$ cat src/rtl/axil_boot_sequencer.sv
// Boot sequencer: copies a host-supplied program into RAM over AXI-Lite, then
// releases the CPU from reset and waits for its exit write or a run timeout.
module axil_boot_sequencer #(
  parameter int          ADDR_WIDTH    = 17,
  parameter int          RELEASE_DELAY = 16,
  parameter logic [31:0] TIMEOUT       = 32'd1000000
) (
  input  logic                  clk,
  input  logic                  resetn,
  input  logic                  load_valid,
  output logic                  load_ready,
  input  logic [ADDR_WIDTH-1:0] load_addr,
  input  logic [31:0]           load_data,
  input  logic                  load_last,
  output logic [ADDR_WIDTH-1:0] ext_awaddr,
  output logic                  ext_awvalid,
  input  logic                  ext_awready,
  output logic [31:0]           ext_wdata,
  output logic                  ext_wvalid,
  input  logic                  ext_wready,
  input  logic                  ext_bvalid,
  output logic                  ext_bready,
  output logic                  cpu_resetn,
  input  logic [31:0]           ctrl_awaddr,
  input  logic                  ctrl_awvalid,
  output logic                  ctrl_awready,
  input  logic [31:0]           ctrl_wdata,
  input  logic                  ctrl_wvalid,
  output logic                  ctrl_wready,
  output logic                  ctrl_bvalid,
  input  logic                  ctrl_bready,
  output logic                  done,
  output logic                  timed_out,
  output logic [31:0]           exit_code
);

  localparam int DW = $clog2(RELEASE_DELAY + 1);

  typedef enum logic [2:0] {
    IDLE    = 3'd0,
    WRITE   = 3'd1,
    RESP    = 3'd2,
    RELEASE = 3'd3,
    RUN     = 3'd4,
    DONE    = 3'd5
  } state_t;

  state_t                state, state_next;
  logic [ADDR_WIDTH-1:0] addr_q;
  logic [31:0]           data_q;
  logic                  last_q;
  logic                  aw_pend, w_pend;
  logic [DW-1:0]         dly_cnt;
  logic [31:0]           run_cnt;
  logic                  bvalid_q;
  logic                  done_q, timed_out_q;
  logic [31:0]           exit_q;

  logic load_accept, aw_hs, w_hs, ctrl_accept, exit_hit, timeout_hit;
  logic unused_ctrl_addr;

  // Only the low offset nibble selects the exit register; the base is don't-care.
  assign unused_ctrl_addr = ^ctrl_awaddr[31:4];

  assign load_accept = load_valid & load_ready;
  assign aw_hs       = ext_awvalid & ext_awready;
  assign w_hs        = ext_wvalid & ext_wready;
  assign ctrl_accept = (state == RUN) & ctrl_awvalid & ctrl_wvalid & ~bvalid_q;
  assign exit_hit    = ctrl_accept & (ctrl_awaddr[3:0] == 4'h0);
  // An exit write landing on the final budgeted cycle takes priority.
  assign timeout_hit = (state == RUN) & (TIMEOUT != 32'd0) &
                       (run_cnt == TIMEOUT - 32'd1) & ~exit_hit;

  // NOTE: sequential state uses non-blocking assignments so every register
  // samples pre-edge values, independent of process evaluation order.
  always_ff @(posedge clk) begin
    if (!resetn) state <= IDLE;
    else         state <= state_next;
  end

  // NOTE: every output of this block gets a default first, so no path through
  // the case statement leaves a variable unassigned and infers a latch.
  always_comb begin
    state_next = state;
    case (state)
      IDLE:    if (load_valid) state_next = WRITE;
      WRITE:   if ((!aw_pend || ext_awready) && (!w_pend || ext_wready))
                 state_next = RESP;
      RESP:    if (ext_bvalid) state_next = last_q ? RELEASE : IDLE;
      RELEASE: if (dly_cnt == '0) state_next = RUN;
      RUN:     if (exit_hit || timeout_hit) state_next = DONE;
      DONE:    state_next = DONE;
      default: state_next = IDLE;
    endcase
  end

  // NOTE: the latched word payload carries no reset; its valid flags do, and
  // nothing downstream looks at the payload while they are low.
  always_ff @(posedge clk) begin
    if (load_accept) begin
      addr_q <= load_addr;
      data_q <= load_data;
      last_q <= load_last;
    end
  end

  always_ff @(posedge clk) begin
    if (!resetn) begin
      aw_pend     <= 1'b0;
      w_pend      <= 1'b0;
      dly_cnt     <= '0;
      run_cnt     <= '0;
      bvalid_q    <= 1'b0;
      done_q      <= 1'b0;
      timed_out_q <= 1'b0;
      exit_q      <= '0;
    end else begin
      // Each channel drops on its own handshake and stays low until the next word.
      if (load_accept) begin
        aw_pend <= 1'b1;
        w_pend  <= 1'b1;
      end else begin
        if (aw_hs) aw_pend <= 1'b0;
        if (w_hs)  w_pend  <= 1'b0;
      end

      if (state == RESP && ext_bvalid)
        dly_cnt <= DW'(RELEASE_DELAY);
      else if (state == RELEASE && dly_cnt != '0)
        dly_cnt <= dly_cnt - DW'(1);

      if (state == RUN) run_cnt <= run_cnt + 32'd1;

      if (ctrl_accept)      bvalid_q <= 1'b1;
      else if (ctrl_bready) bvalid_q <= 1'b0;

      if (exit_hit) begin
        exit_q <= ctrl_wdata;
        done_q <= 1'b1;
      end
      if (timeout_hit) begin
        done_q      <= 1'b1;
        timed_out_q <= 1'b1;
      end
    end
  end

  // load_ready is qualified by resetn so it reads low for the whole reset.
  assign load_ready   = (state == IDLE) & resetn;
  assign ext_awaddr   = addr_q;
  assign ext_wdata    = data_q;
  assign ext_awvalid  = (state == WRITE) & aw_pend;
  assign ext_wvalid   = (state == WRITE) & w_pend;
  assign ext_bready   = (state == RESP);
  assign cpu_resetn   = (state == RUN) | (state == DONE);
  assign ctrl_awready = ctrl_accept;
  assign ctrl_wready  = ctrl_accept;
  assign ctrl_bvalid  = bvalid_q;
  assign done         = done_q;
  assign timed_out    = timed_out_q;
  assign exit_code    = exit_q;

endmodule

$ cat config.mk
export PLATFORM = sky130hd
export DESIGN_NAME = axil_boot_sequencer
export DESIGN_NICKNAME = d
export VERILOG_FILES = /design/src/rtl/axil_boot_sequencer.sv
export SDC_FILE = /design/constraint.sdc
export NUM_CORES = 1
export LEC_CHECK = 0
export BUFFER_PORTS_ARGS = -buffer_cell sky130_fd_sc_hd__buf_4
export CAP_MARGIN = 25
export CORE_ASPECT_RATIO = 0.7
export CORE_MARGIN = 1.5
export CORE_UTILIZATION = 30
export CTS_CLUSTER_SIZE = 40
export DETAILED_ROUTE_END_ITERATION = 7
export PLACE_DENSITY = 0.52
export SLEW_MARGIN = 25
export SYNTH_ARGS = -nofsm -noshare
export SYNTH_HDL_FRONTEND = slang
export SYNTH_SLANG_ARGS = --single-unit
$ cat constraint.sdc
create_clock -name clk -period 3.5 [get_ports clk]
set_input_delay 0.875 -clock clk [delete_from_list [all_inputs] [get_ports clk]]
set_output_delay 0.875 -clock clk [all_outputs]
set_load 0.01 [all_outputs]
==> out/metrics.json, run 1 <==
{
  "outcome": {"value": "completed"},
  "setup.worst_path.class": {"value": "flip-flop to flip-flop"},
  "route.detailed.vias_per_inst": {"value": 4.67},
  "clock_buffer_count_from_cts": {"value": 17},
  "finish_stage_setup_viols": {"value": 0},
  "clock_sinks": {"value": 127},
  "antennaDiodeCount": {"value": 0},
  "rsz0062_at_grt": {"value": "false"},
  "synth.lib_cells_used.distinct": {"value": 45},
  "worst_path_most_repeated_cell": {"value": "or4_1"},
  "flow.area_growth_from_synthesis": {"value": 45.1, "unit": "%"},
  "hold_violations": {"value": 0},
  "fin_ws": {"value": 727, "unit": "ps"},
  "die-area": {"value": 0.0171, "unit": "sq mm"},
  "synthFlopType": {"value": "dfxtp_1"},
  "synth.area.top_cells": {"value": "dfxtp_1 (32%), edfxtp_1 (31%), mux2i_1 (6.5%), nor2_1 (4.1%), a21oi_1 (2.7%)"},
  "worst_pin_slew": {"value": 773, "unit": "ps"},
  "cts_max_level": {"value": 4},
  "dieHeight": {"value": 110, "unit": "microns"},
  "synth.largest_area_cell": {"value": "dfxtp_1"},
  "grt_max_degree": {"value": 71},
  "antenna_violations_before_repair": {"value": 0},
  "critPathMaxStageDelay": {"value": 890, "unit": "ps"},
  "drcViolationCount": {"value": 0},
  "synth_seq_area_share": {"value": 0.622},
  "critPathRequiredTime": {"value": 3840, "unit": "ps"},
  "critical_path.n_buffers_inverters": {"value": 0},
  "finalClockSkew": {"value": 7.07, "unit": "ps"},
  "holdCritPathClass": {"value": "flip-flop to flip-flop"},
  "cp-end-kind": {"value": "flip-flop"},
  "avgRoutedWirePerCell": {"value": 15.1, "unit": "microns"},
  "initialDrtViolationCount": {"value": 155},
  "synth_compound_area_frac": {"value": 0.0778},
  "clock.fmax": {"value": 361, "unit": "MHz"},
  "crit_fanout": {"value": 20},
  "global_route_wire_length_before_repair": {"value": 19900, "unit": "microns"},
  "final_layout_size_suffix_gt1_frac": {"value": 0.361},
  "multi_input_combinational_cell_area": {"value": 0.00169, "unit": "sq mm"},
  "timing.critical_path.cells": {"value": "or3b_1, or4_1, or4_1, a21oi_1"},
  "netlist_instances": {"value": 429},
  "pre_cts_slack": {"value": 733, "unit": "ps"},
  "synth_warn": {"value": 0},
  "dominant_combinational_cell_family_by_area_after_synthesis": {"value": "simple AND/OR/NAND/NOR gates"},
  "maxCapViolCount": {"value": 0},
  "clock_tree.buffer_depth": {"value": 2},
  "number_of_register_bits_inferred_by_synthesis": {"value": 127},
  "dr_total_vias": {"value": 3964},
  "postCtsHoldBufs": {"value": 0},
  "cts_repair_resize_count": {"value": 0},
  "yosys-top-cells-count": {"value": "dfxtp_1 (77), nor2_1 (54), edfxtp_1 (50)"},
  "tritoncts": {"value": "built"},
  "final.fill_count": {"value": 1492},
  "simple_logic_cell_fraction_of_the_synthesized_area": {"value": 0.167},
  "arrival": {"value": 3110, "unit": "ps"},
  "vdd.ir_drop.worst": {"value": 0.307, "unit": "mV"},
  "slew_headroom": {"value": 0.485},
  "grt_usage": {"value": 0.155},
  "routabilityCongestion": {"value": 0.754},
  "floorplan.io_pins": {"value": 214},
  "yosys.area_share.adder": {"value": 0.00767},
  "synth_xor_xnor_area_share": {"value": 0.0251},
  "clock_insertion_delay_worst_skew": {"value": 420, "unit": "ps"},
  "synth_top_cell_area_share": {"value": 0.315},
  "power.density": {"value": 527, "unit": "mW/mm^2"},
  "totalPowerFinal": {"value": 3.74, "unit": "mW"},
  "grt_remaining_overflow": {"value": 0},
  "detailed_routing_iteration_count_for_the_pre_antenna_repair_pass": {"value": 4},
  "power_leakage": {"value": 3.00, "unit": "nW"},
  "synth_edf_count": {"value": 50},
  "finalNetCount": {"value": 741},
  "synthesis.area_per_instance": {"value": 11.4, "unit": "sq um"},
  "initial_utilization": {"value": 0.311},
  "synthesis.nets": {"value": 555},
  "rows": {"value": 38},
  "root_buffer": {"value": "clkbuf_16"},
  "port_buffers": {"value": 185},
  "core-area": {"value": 0.0157, "unit": "sq mm"},
  "dpl.hpwl": {"value": 9150, "unit": "microns"},
  "die_x": {"value": 156, "unit": "microns"},
  "period_needed": {"value": 2770, "unit": "ps"},
  "number_of_global_route_vias_before_repair": {"value": 3838},
  "finalWirelength": {"value": 12800, "unit": "microns"},
  "synth_most_common_cell": {"value": "dfxtp_1"},
  "sequential_cell_area": {"value": 0.00304, "unit": "sq mm"},
  "cts.clk_slew.worst_paths": {"value": 60, "unit": "ps"},
  "postCtsSetupRepairBufs": {"value": 0},
  "critical_path.startpoint_type": {"value": "flip-flop"},
  "synthesis.area": {"value": 0.00489, "unit": "sq mm"},
  "finalSetupTns": {"value": 0, "unit": "ps"},
  "final.period_utilization": {"value": 0.792},
  "cell_family_contributing_the_most_delay_on_the_critical_path": {"value": "simple AND/OR/NAND/NOR gates"},
  "synth-async-reset-ratio": {"value": 0},
  "slowest_stage": {"value": "or4_1"},
  "route.antenna.remaining_nets": {"value": 0},
  "synth.area.mux_share": {"value": 0.0678},
  "timing_max_transition_violations_final": {"value": 0}
}
cell type report:
type                    count  area share
inverters                  14     0.00740
well taps                 220      0.0388
repair buffers            190       0.201
flip-flops and latches    127       0.429
clock inverters            14      0.0236
clock buffers              18      0.0619
multi-input cells         265       0.239
metrics by stage:
step                      utilization  cell area (sq um)  instances  hold WS [ps]
after floorplan                     -               4890        429           452
after CTS                       0.451               7100        848           485
after global routing            0.451               7100        848           515
final                           0.451               7100        848           477
after detailed placement        0.412               6490        816           472
after global placement          0.412               6490        816           464
state kept, by name, indices dropped and copies added, names as in the netlist:
name and count:
aw_pend 1, ext_awaddr 17, ctrl_bvalid 1, dly_cnt 5, run_cnt 32, last_q 1, state 3, timed_out 1
done 1, ext_wdata 32, exit_code 32, w_pend 1
path summary, 6_finish.rpt:
path	start	endpoint	slack (ps)	depth (start not counted)
hold / removal	done	done	480	2
setup reg to reg	state[2]	run_cnt[28]	730	4
hold reg to reg	done	done	480	2
setup / recovery	state[2]	run_cnt[28]	730	4
routing by layer:
layer | track usage | wire, microns | vias up
li1 | - | - | 1954
met5 | 0 | 0 | -
met2 | 0.257 | 6230 | 95
met3 | 0.0572 | 825 | 17
met1 | 0.184 | 5520 | 1898
met4 | 0.0633 | 192 | 0
power breakdown:
group          internal, mW  switching [mW]
clock network          1.13           0.659
registers              1.61          0.0378
logic                 0.161           0.140
worst register-to-register path, stage by stage (launching register included):
cell and delay [ps]:
dfxtp_1 500, or3b_1 540, or4_1 890, or4_1 600, a21oi_1 160
layout by cell type (no fill, tap or decap), types with 4 or more instances in the layout:
cell type	Yosys	routed
xnor2_1	9	9
mux2i_1	32	32
nor3_1	4	4
dfxtp_1	77	77
nand3_1	12	11
nand2_1	22	22
xor2_1	5	5
and4_1	5	5
edfxtp_1	50	50
nor4_1	8	8
or4_1	17	17
clkbuf_16	0	17
or3_1	6	6
nor2_1	54	54
o21ai_0	8	8
buf_4	1	190
nand4_1	9	9
clkinvlp_4	0	5
a21oi_1	26	26
inv_1	13	13
o31ai_1	15	15
logic make-up after synthesis:
family	after synthesis
adders and majority gates	3
and+or+nand+nor	154
xor gates and xnor gates	14
AOI/OAI and AO/OA	61
buffers and inverters	37
muxes	33
DFF	127
No activity file was read; power rests on OpenSTA's default activity.
==> run 2: changes to the inputs <==
Settings changed: ABC_AREA set to 1, PLACE_DENSITY 0.52 to 0.51.
Clock period 3.5 ns to 2.7 ns, I/O delays scaled along.
==> out/metrics.json, run 2 <==
{
  "core-area": {"value": 0.0166, "unit": "sq mm"},
  "power.density": {"value": 704, "unit": "mW/mm^2"},
  "finalWirelength": {"value": 13900, "unit": "microns"},
  "vdd.ir_drop.worst": {"value": 0.309, "unit": "mV"},
  "timing.critical_path.cells": {"value": "inv_1, nor3_1, inv_1, nor2_1, buf_4"},
  "slew_headroom": {"value": 0.627},
  "drcViolationCount": {"value": 0},
  "cp-end-kind": {"value": "primary output"},
  "number_of_global_route_vias_before_repair": {"value": 4239},
  "placedInstanceArea": {"value": 0.00681, "unit": "sq mm"},
  "floorplan.io_pins": {"value": 214},
  "number_of_register_bits_inferred_by_synthesis": {"value": 127},
  "most-common-layout-cells": {"value": "buf_4 (189), nor2_1 (126), nand2_1 (96)"},
  "synth.largest_area_cell": {"value": "dfxtp_1"},
  "power_frac_seq": {"value": 0.432},
  "netlist_instances": {"value": 584},
  "synth_most_common_cell": {"value": "nor2_1"},
  "die-area": {"value": 0.0180, "unit": "sq mm"},
  "rsz0062_at_grt": {"value": "false"},
  "holdCritPathClass": {"value": "input port to flip-flop"},
  "critPathRequiredTime": {"value": 2030, "unit": "ps"},
  "dpl.hpwl": {"value": 10400, "unit": "microns"},
  "internal-power": {"value": 3.79, "unit": "mW"},
  "p_switching": {"value": 1.40, "unit": "mW"},
  "crit_fanout": {"value": 6},
  "antenna_violations_before_repair": {"value": 0},
  "synth_seq_area_share": {"value": 0.589},
  "detailed_routing_iteration_count_for_the_pre_antenna_repair_pass": {"value": 4},
  "antennaDiodeCount": {"value": 0},
  "period_needed": {"value": 2310, "unit": "ps"},
  "synth_edf_count": {"value": 50},
  "critical_path.n_buffers_inverters": {"value": 3},
  "worst_pin_slew": {"value": 559, "unit": "ps"},
  "finalSetupTns": {"value": 0, "unit": "ps"},
  "gr-max-usage-layer": {"value": "met2"},
  "hold_violations": {"value": 0},
  "root_buffer": {"value": "clkbuf_16"},
  "postCtsHoldBufs": {"value": 0},
  "clock_buffer_count_from_cts": {"value": 17},
  "arrival": {"value": 1640, "unit": "ps"},
  "synthesis.area": {"value": 0.00517, "unit": "sq mm"},
  "final_common_cell": {"value": "buf_4"},
  "slowest_stage": {"value": "dfxtp_1"},
  "clock_sinks": {"value": 127},
  "initial_utilization": {"value": 0.311},
  "cts_max_level": {"value": 4},
  "synthesis.area_per_instance": {"value": 8.85, "unit": "sq um"},
  "timing_max_transition_violations_final": {"value": 0},
  "power_leakage": {"value": 3.16, "unit": "nW"},
  "rows": {"value": 39},
  "critical_path.startpoint_type": {"value": "flip-flop"},
  "global_route_wire_length_before_repair": {"value": 22000, "unit": "microns"},
  "setup.worst_path.class": {"value": "flip-flop to primary output"},
  "totalPowerFinal": {"value": 5.19, "unit": "mW"},
  "tritoncts": {"value": "built"},
  "grt_max_degree": {"value": 58},
  "synthFlopType": {"value": "dfxtp_1"},
  "dieHeight": {"value": 113, "unit": "microns"},
  "finalNetCount": {"value": 904},
  "gr-usage-met2": {"value": 0.249},
  "route.antenna.remaining_nets": {"value": 0},
  "routabilityCongestion": {"value": 0.877},
  "route.detailed.vias_per_inst": {"value": 4.45},
  "grt_remaining_overflow": {"value": 0},
  "die_x": {"value": 160, "unit": "microns"},
  "power.clock.fraction": {"value": 0.420},
  "cell_family_contributing_the_most_delay_on_the_critical_path": {"value": "simple AND/OR/NAND/NOR gates"},
  "finish_stage_setup_viols": {"value": 0},
  "port_buffers": {"value": 185},
  "grt_usage": {"value": 0.158},
  "initialDrtViolationCount": {"value": 354},
  "final.period_utilization": {"value": 0.856},
  "worst_path_most_repeated_cell": {"value": "inv_1"},
  "yosys-top-cells-count": {"value": "nor2_1 (126), nand2_1 (96), dfxtp_1 (77)"},
  "maxCapViolCount": {"value": 0},
  "flow.area_growth_from_synthesis": {"value": 42.7, "unit": "%"},
  "share_comb_of_total_power": {"value": 0.148},
  "cts.clk_slew.worst_paths": {"value": 60, "unit": "ps"},
  "clock_insertion_delay_worst_skew": {"value": 420, "unit": "ps"},
  "finalClockSkew": {"value": 7.94, "unit": "ps"},
  "final.fill_count": {"value": 1657},
  "outcome": {"value": "completed"},
  "synth.area.top_cells": {"value": "dfxtp_1 (30%), edfxtp_1 (29%), nor2_1 (9.2%), nand2_1 (7.0%), inv_1 (4.3%)"},
  "postCtsSetupRepairBufs": {"value": 0},
  "synth_warn": {"value": 0},
  "clock.fmax": {"value": 433, "unit": "MHz"},
  "swShare": {"value": 0.269},
  "avgRoutedWirePerCell": {"value": 13.7, "unit": "microns"},
  "dr_total_vias": {"value": 4524},
  "synth-async-reset-ratio": {"value": 0},
  "synth.lib_cells_used.distinct": {"value": 37},
  "final_layout_size_suffix_gt1_frac": {"value": 0.305},
  "synth_top_cell_area_share": {"value": 0.298},
  "critPathMaxStageDelay": {"value": 430, "unit": "ps"},
  "clock_tree.buffer_depth": {"value": 2},
  "met3_usage": {"value": 0.0546},
  "final_area": {"value": 0.00737, "unit": "sq mm"},
  "cts_repair_resize_count": {"value": 0},
  "synthesis.nets": {"value": 710},
  "global_route.usage.met1": {"value": 0.203}
}
[run 2: changes by cell type after synthesis, sizes merged, moves of 18 or more]
cell   delta
o21ai    +38
or4      -18
inv      +46
mux2i    -32
nor2     +82
nand2    +77
[run 2: power groups by stage]
stage / clock network [mW] / logic, mW / registers (mW)
after global placement: 0 / 0.768 / 2.28
after floorplan: 0 / 0.359 / 2.32
after global routing: 2.33 / 0.846 / 2.26
final: 2.18 / 0.767 / 2.24
after detailed placement: 0 / 0.775 / 2.29
after CTS: 2.25 / 0.777 / 2.25
[run 2: per-layer routing]
metal	vias to the layer above	share of wire
met5	-	0
met1	2070	0.46
li1	2296	-
met4	0	0.011
met2	143	0.45
met3	15	0.075
[run 2: final cells by class]
type | count | area [sq um] | share of cell area
Sequential cell | 127 | 3040 | 0.413
Multi-Input combinational cell | 381 | 1820 | 0.246
Timing Repair Buffer | 190 | 1440 | 0.195
Clock buffer | 18 | 429 | 0.0582
Tap cell | 225 | 282 | 0.0382
Inverter | 61 | 233 | 0.0316
Clock inverter | 14 | 134 | 0.0182
[run 2: kinds of logic (layout without fill, tap and decap cells)]
logic type / after synthesis / after routing / share of synthesized area
buf+inv: 76 / 283 / 0.0596
fa+ha+maj: 3 / 3 / 0.00727
compound gates: 85 / 85 / 0.0874
xor+xnor: 4 / 4 / 0.00678
simple gates: 289 / 289 / 0.250
flops: 127 / 127 / 0.589
[run 2: path summary, 6_finish.rpt]
path	from	to	slack [ps]	cells past startpoint
max	state[0]	ext_awvalid	390	5
min	load_data[7]	ext_wdata[7]	430	1
max reg2reg	run_cnt[0]	run_cnt[24]	750	8
min reg2reg	done	done	480	2
[run 2: per-stage QoR]
step | std cells | util | hold slack [ps] | setup WS (ps)
6_report | 1016 | 0.444 | 426 | 389
5_1_grt | 1016 | 0.444 | 407 | 205
4_1_cts | 1016 | 0.444 | 410 | 351
3_5_place_dp | 984 | 0.411 | 466 | 462
3_3_place_gp | 984 | 0.411 | 467 | 506
2_1_floorplan | 584 | - | 452 | 238
==> run 3: changes to the inputs <==
Settings changed: CORE_UTILIZATION 30 to 48, PLACE_DENSITY 0.51 to 0.8.
==> out/metrics.json, run 3 (synthesis gave the netlist of run 2 again) <==
{
  "power_leakage": {"value": 3.16, "unit": "nW"},
  "critical_path.startpoint_type": {"value": "flip-flop"},
  "holdCritPathClass": {"value": "input port to flip-flop"},
  "core-area": {"value": 0.0104, "unit": "sq mm"},
  "crit_fanout": {"value": 6},
  "dpl.hpwl": {"value": 9870, "unit": "microns"},
  "worst_hold_path.num_cells": {"value": 1},
  "clock_insertion_delay_worst_skew": {"value": 410, "unit": "ps"},
  "timing_max_transition_violations_final": {"value": 0},
  "cts.clk_slew.worst_paths": {"value": 60, "unit": "ps"},
  "timing.reg2reg.worst_path_depth": {"value": 8},
  "final_layout_size_suffix_gt1_frac": {"value": 0.303},
  "maxUsedRoutingLayer": {"value": "met4"},
  "die_x": {"value": 127, "unit": "microns"},
  "postCtsSetupRepairBufs": {"value": 0},
  "finalClockSkew": {"value": 7.63, "unit": "ps"},
  "critPathRequiredTime": {"value": 2030, "unit": "ps"},
  "rows": {"value": 31},
  "final_common_cell": {"value": "buf_4"},
  "timing.critical_path.cells": {"value": "inv_1, nor3_1, inv_1, nor2_1, buf_4"},
  "final.period_utilization": {"value": 0.878},
  "worst_path_most_repeated_cell": {"value": "inv_1"},
  "slowest_stage": {"value": "dfxtp_1"},
  "power.density": {"value": 719, "unit": "mW/mm^2"},
  "grt_remaining_overflow": {"value": 0},
  "floorplan.io_pins": {"value": 214},
  "initial_utilization": {"value": 0.497},
  "grt_usage": {"value": 0.242},
  "period_needed": {"value": 2370, "unit": "ps"},
  "flow.area_growth_from_synthesis": {"value": 40.6, "unit": "%"},
  "maxCapViolCount": {"value": 0},
  "setup.worst_path.class": {"value": "flip-flop to primary output"},
  "root_buffer": {"value": "clkbuf_16"},
  "hold_violations": {"value": 0},
  "worst_pin_slew": {"value": 526, "unit": "ps"},
  "detailed_routing_iteration_count_for_the_pre_antenna_repair_pass": {"value": 5},
  "cell_family_contributing_the_most_delay_on_the_critical_path": {"value": "simple AND/OR/NAND/NOR gates"},
  "most-common-layout-cells": {"value": "buf_4 (189), nor2_1 (126), nand2_1 (96)"},
  "routabilityCongestion": {"value": 0.889},
  "number_of_global_route_vias_before_repair": {"value": 4347},
  "port_buffers": {"value": 185},
  "cp-end-kind": {"value": "primary output"},
  "clock_tree.buffer_depth": {"value": 2},
  "avgRoutedWirePerCell": {"value": 14.8, "unit": "microns"},
  "met3_length": {"value": 988, "unit": "microns"},
  "route.detailed.vias_per_inst": {"value": 5.09},
  "pre_cts_slack": {"value": 533, "unit": "ps"},
  "drcViolationCount": {"value": 0},
  "cts_max_level": {"value": 4},
  "finish_stage_setup_viols": {"value": 0},
  "antennaDiodeCount": {"value": 0},
  "dieHeight": {"value": 89.8, "unit": "microns"},
  "met2_wirelength": {"value": 6720, "unit": "microns"},
  "tritoncts": {"value": "built"},
  "final_core_utilization": {"value": 0.699},
  "critical_path.n_buffers_inverters": {"value": 3},
  "finalSetupTns": {"value": 0, "unit": "ps"},
  "route.antenna.remaining_nets": {"value": 0},
  "fin_ws": {"value": 331, "unit": "ps"},
  "slew_headroom": {"value": 0.649},
  "clock.fmax": {"value": 422, "unit": "MHz"},
  "postCtsHoldBufs": {"value": 0},
  "grt_max_degree": {"value": 58},
  "vdd.ir_drop.worst": {"value": 0.645, "unit": "mV"},
  "clock_sinks": {"value": 127},
  "finalNetCount": {"value": 904},
  "antenna_violations_before_repair": {"value": 0},
  "global_route_wire_length_before_repair": {"value": 21600, "unit": "microns"},
  "placedInstanceArea": {"value": 0.00670, "unit": "sq mm"},
  "clock_buffer_count_from_cts": {"value": 17},
  "outcome": {"value": "completed"},
  "die-area": {"value": 0.0114, "unit": "sq mm"},
  "timing.critical_path.depth": {"value": 5},
  "finalWirelength": {"value": 13600, "unit": "microns"},
  "dr_total_vias": {"value": 4699},
  "rsz0062_at_grt": {"value": "false"},
  "initialDrtViolationCount": {"value": 395},
  "cts_repair_resize_count": {"value": 0},
  "arrival": {"value": 1690, "unit": "ps"},
  "critPathMaxStageDelay": {"value": 420, "unit": "ps"},
  "final_area": {"value": 0.00726, "unit": "sq mm"},
  "m1WireLength": {"value": 5720, "unit": "microns"}
}
[run 3: changes by cell type in the layout (fill, tap and decap cells not counted), sizes merged]
cell and change:
inv -4, bufinv +1, clkinv +3
[run 3: area by class of cell]
class	count	area, sq um
clock buffers	18	429
clock inverters	14	140
fillers	797	3130
inverters	61	233
multi-input cells	381	1820
flip-flops and latches	127	3040
well taps	132	165
repair buffers	190	1440
[run 3: stage by stage]
step                power [mW]  std cells  hold slack (ps)
floorplan                 2.68        584              452
global placement          3.02        891              453
detailed placement        3.06        891              465
CTS                       5.25        923              423
global route              5.42        923              417
finish                    5.22        923              438
[run 3: report_power, final]
| group | internal [mW] | switching (mW) | total [mW] |
|---|---|---|---|
| registers | 2.17 | 0.0780 | 2.25 |
| clock network | 1.35 | 0.838 | 2.19 |
| logic | 0.345 | 0.441 | 0.785 |
[run 3: routing by layer]
layer	vias to the layer above	track usage
met5	-	0
met4	0	0.0805
met3	23	0.0690
met2	205	0.404
met1	2173	0.303
li1	2298	-
[run 3: path summary, 6_finish.rpt]
check          startpoint             to  slack, ps
max              state[0]    ext_awvalid        330
min reg2reg     timed_out      timed_out        470
min          load_addr[1]  ext_awaddr[1]        440
max reg2reg    run_cnt[0]    run_cnt[24]        800
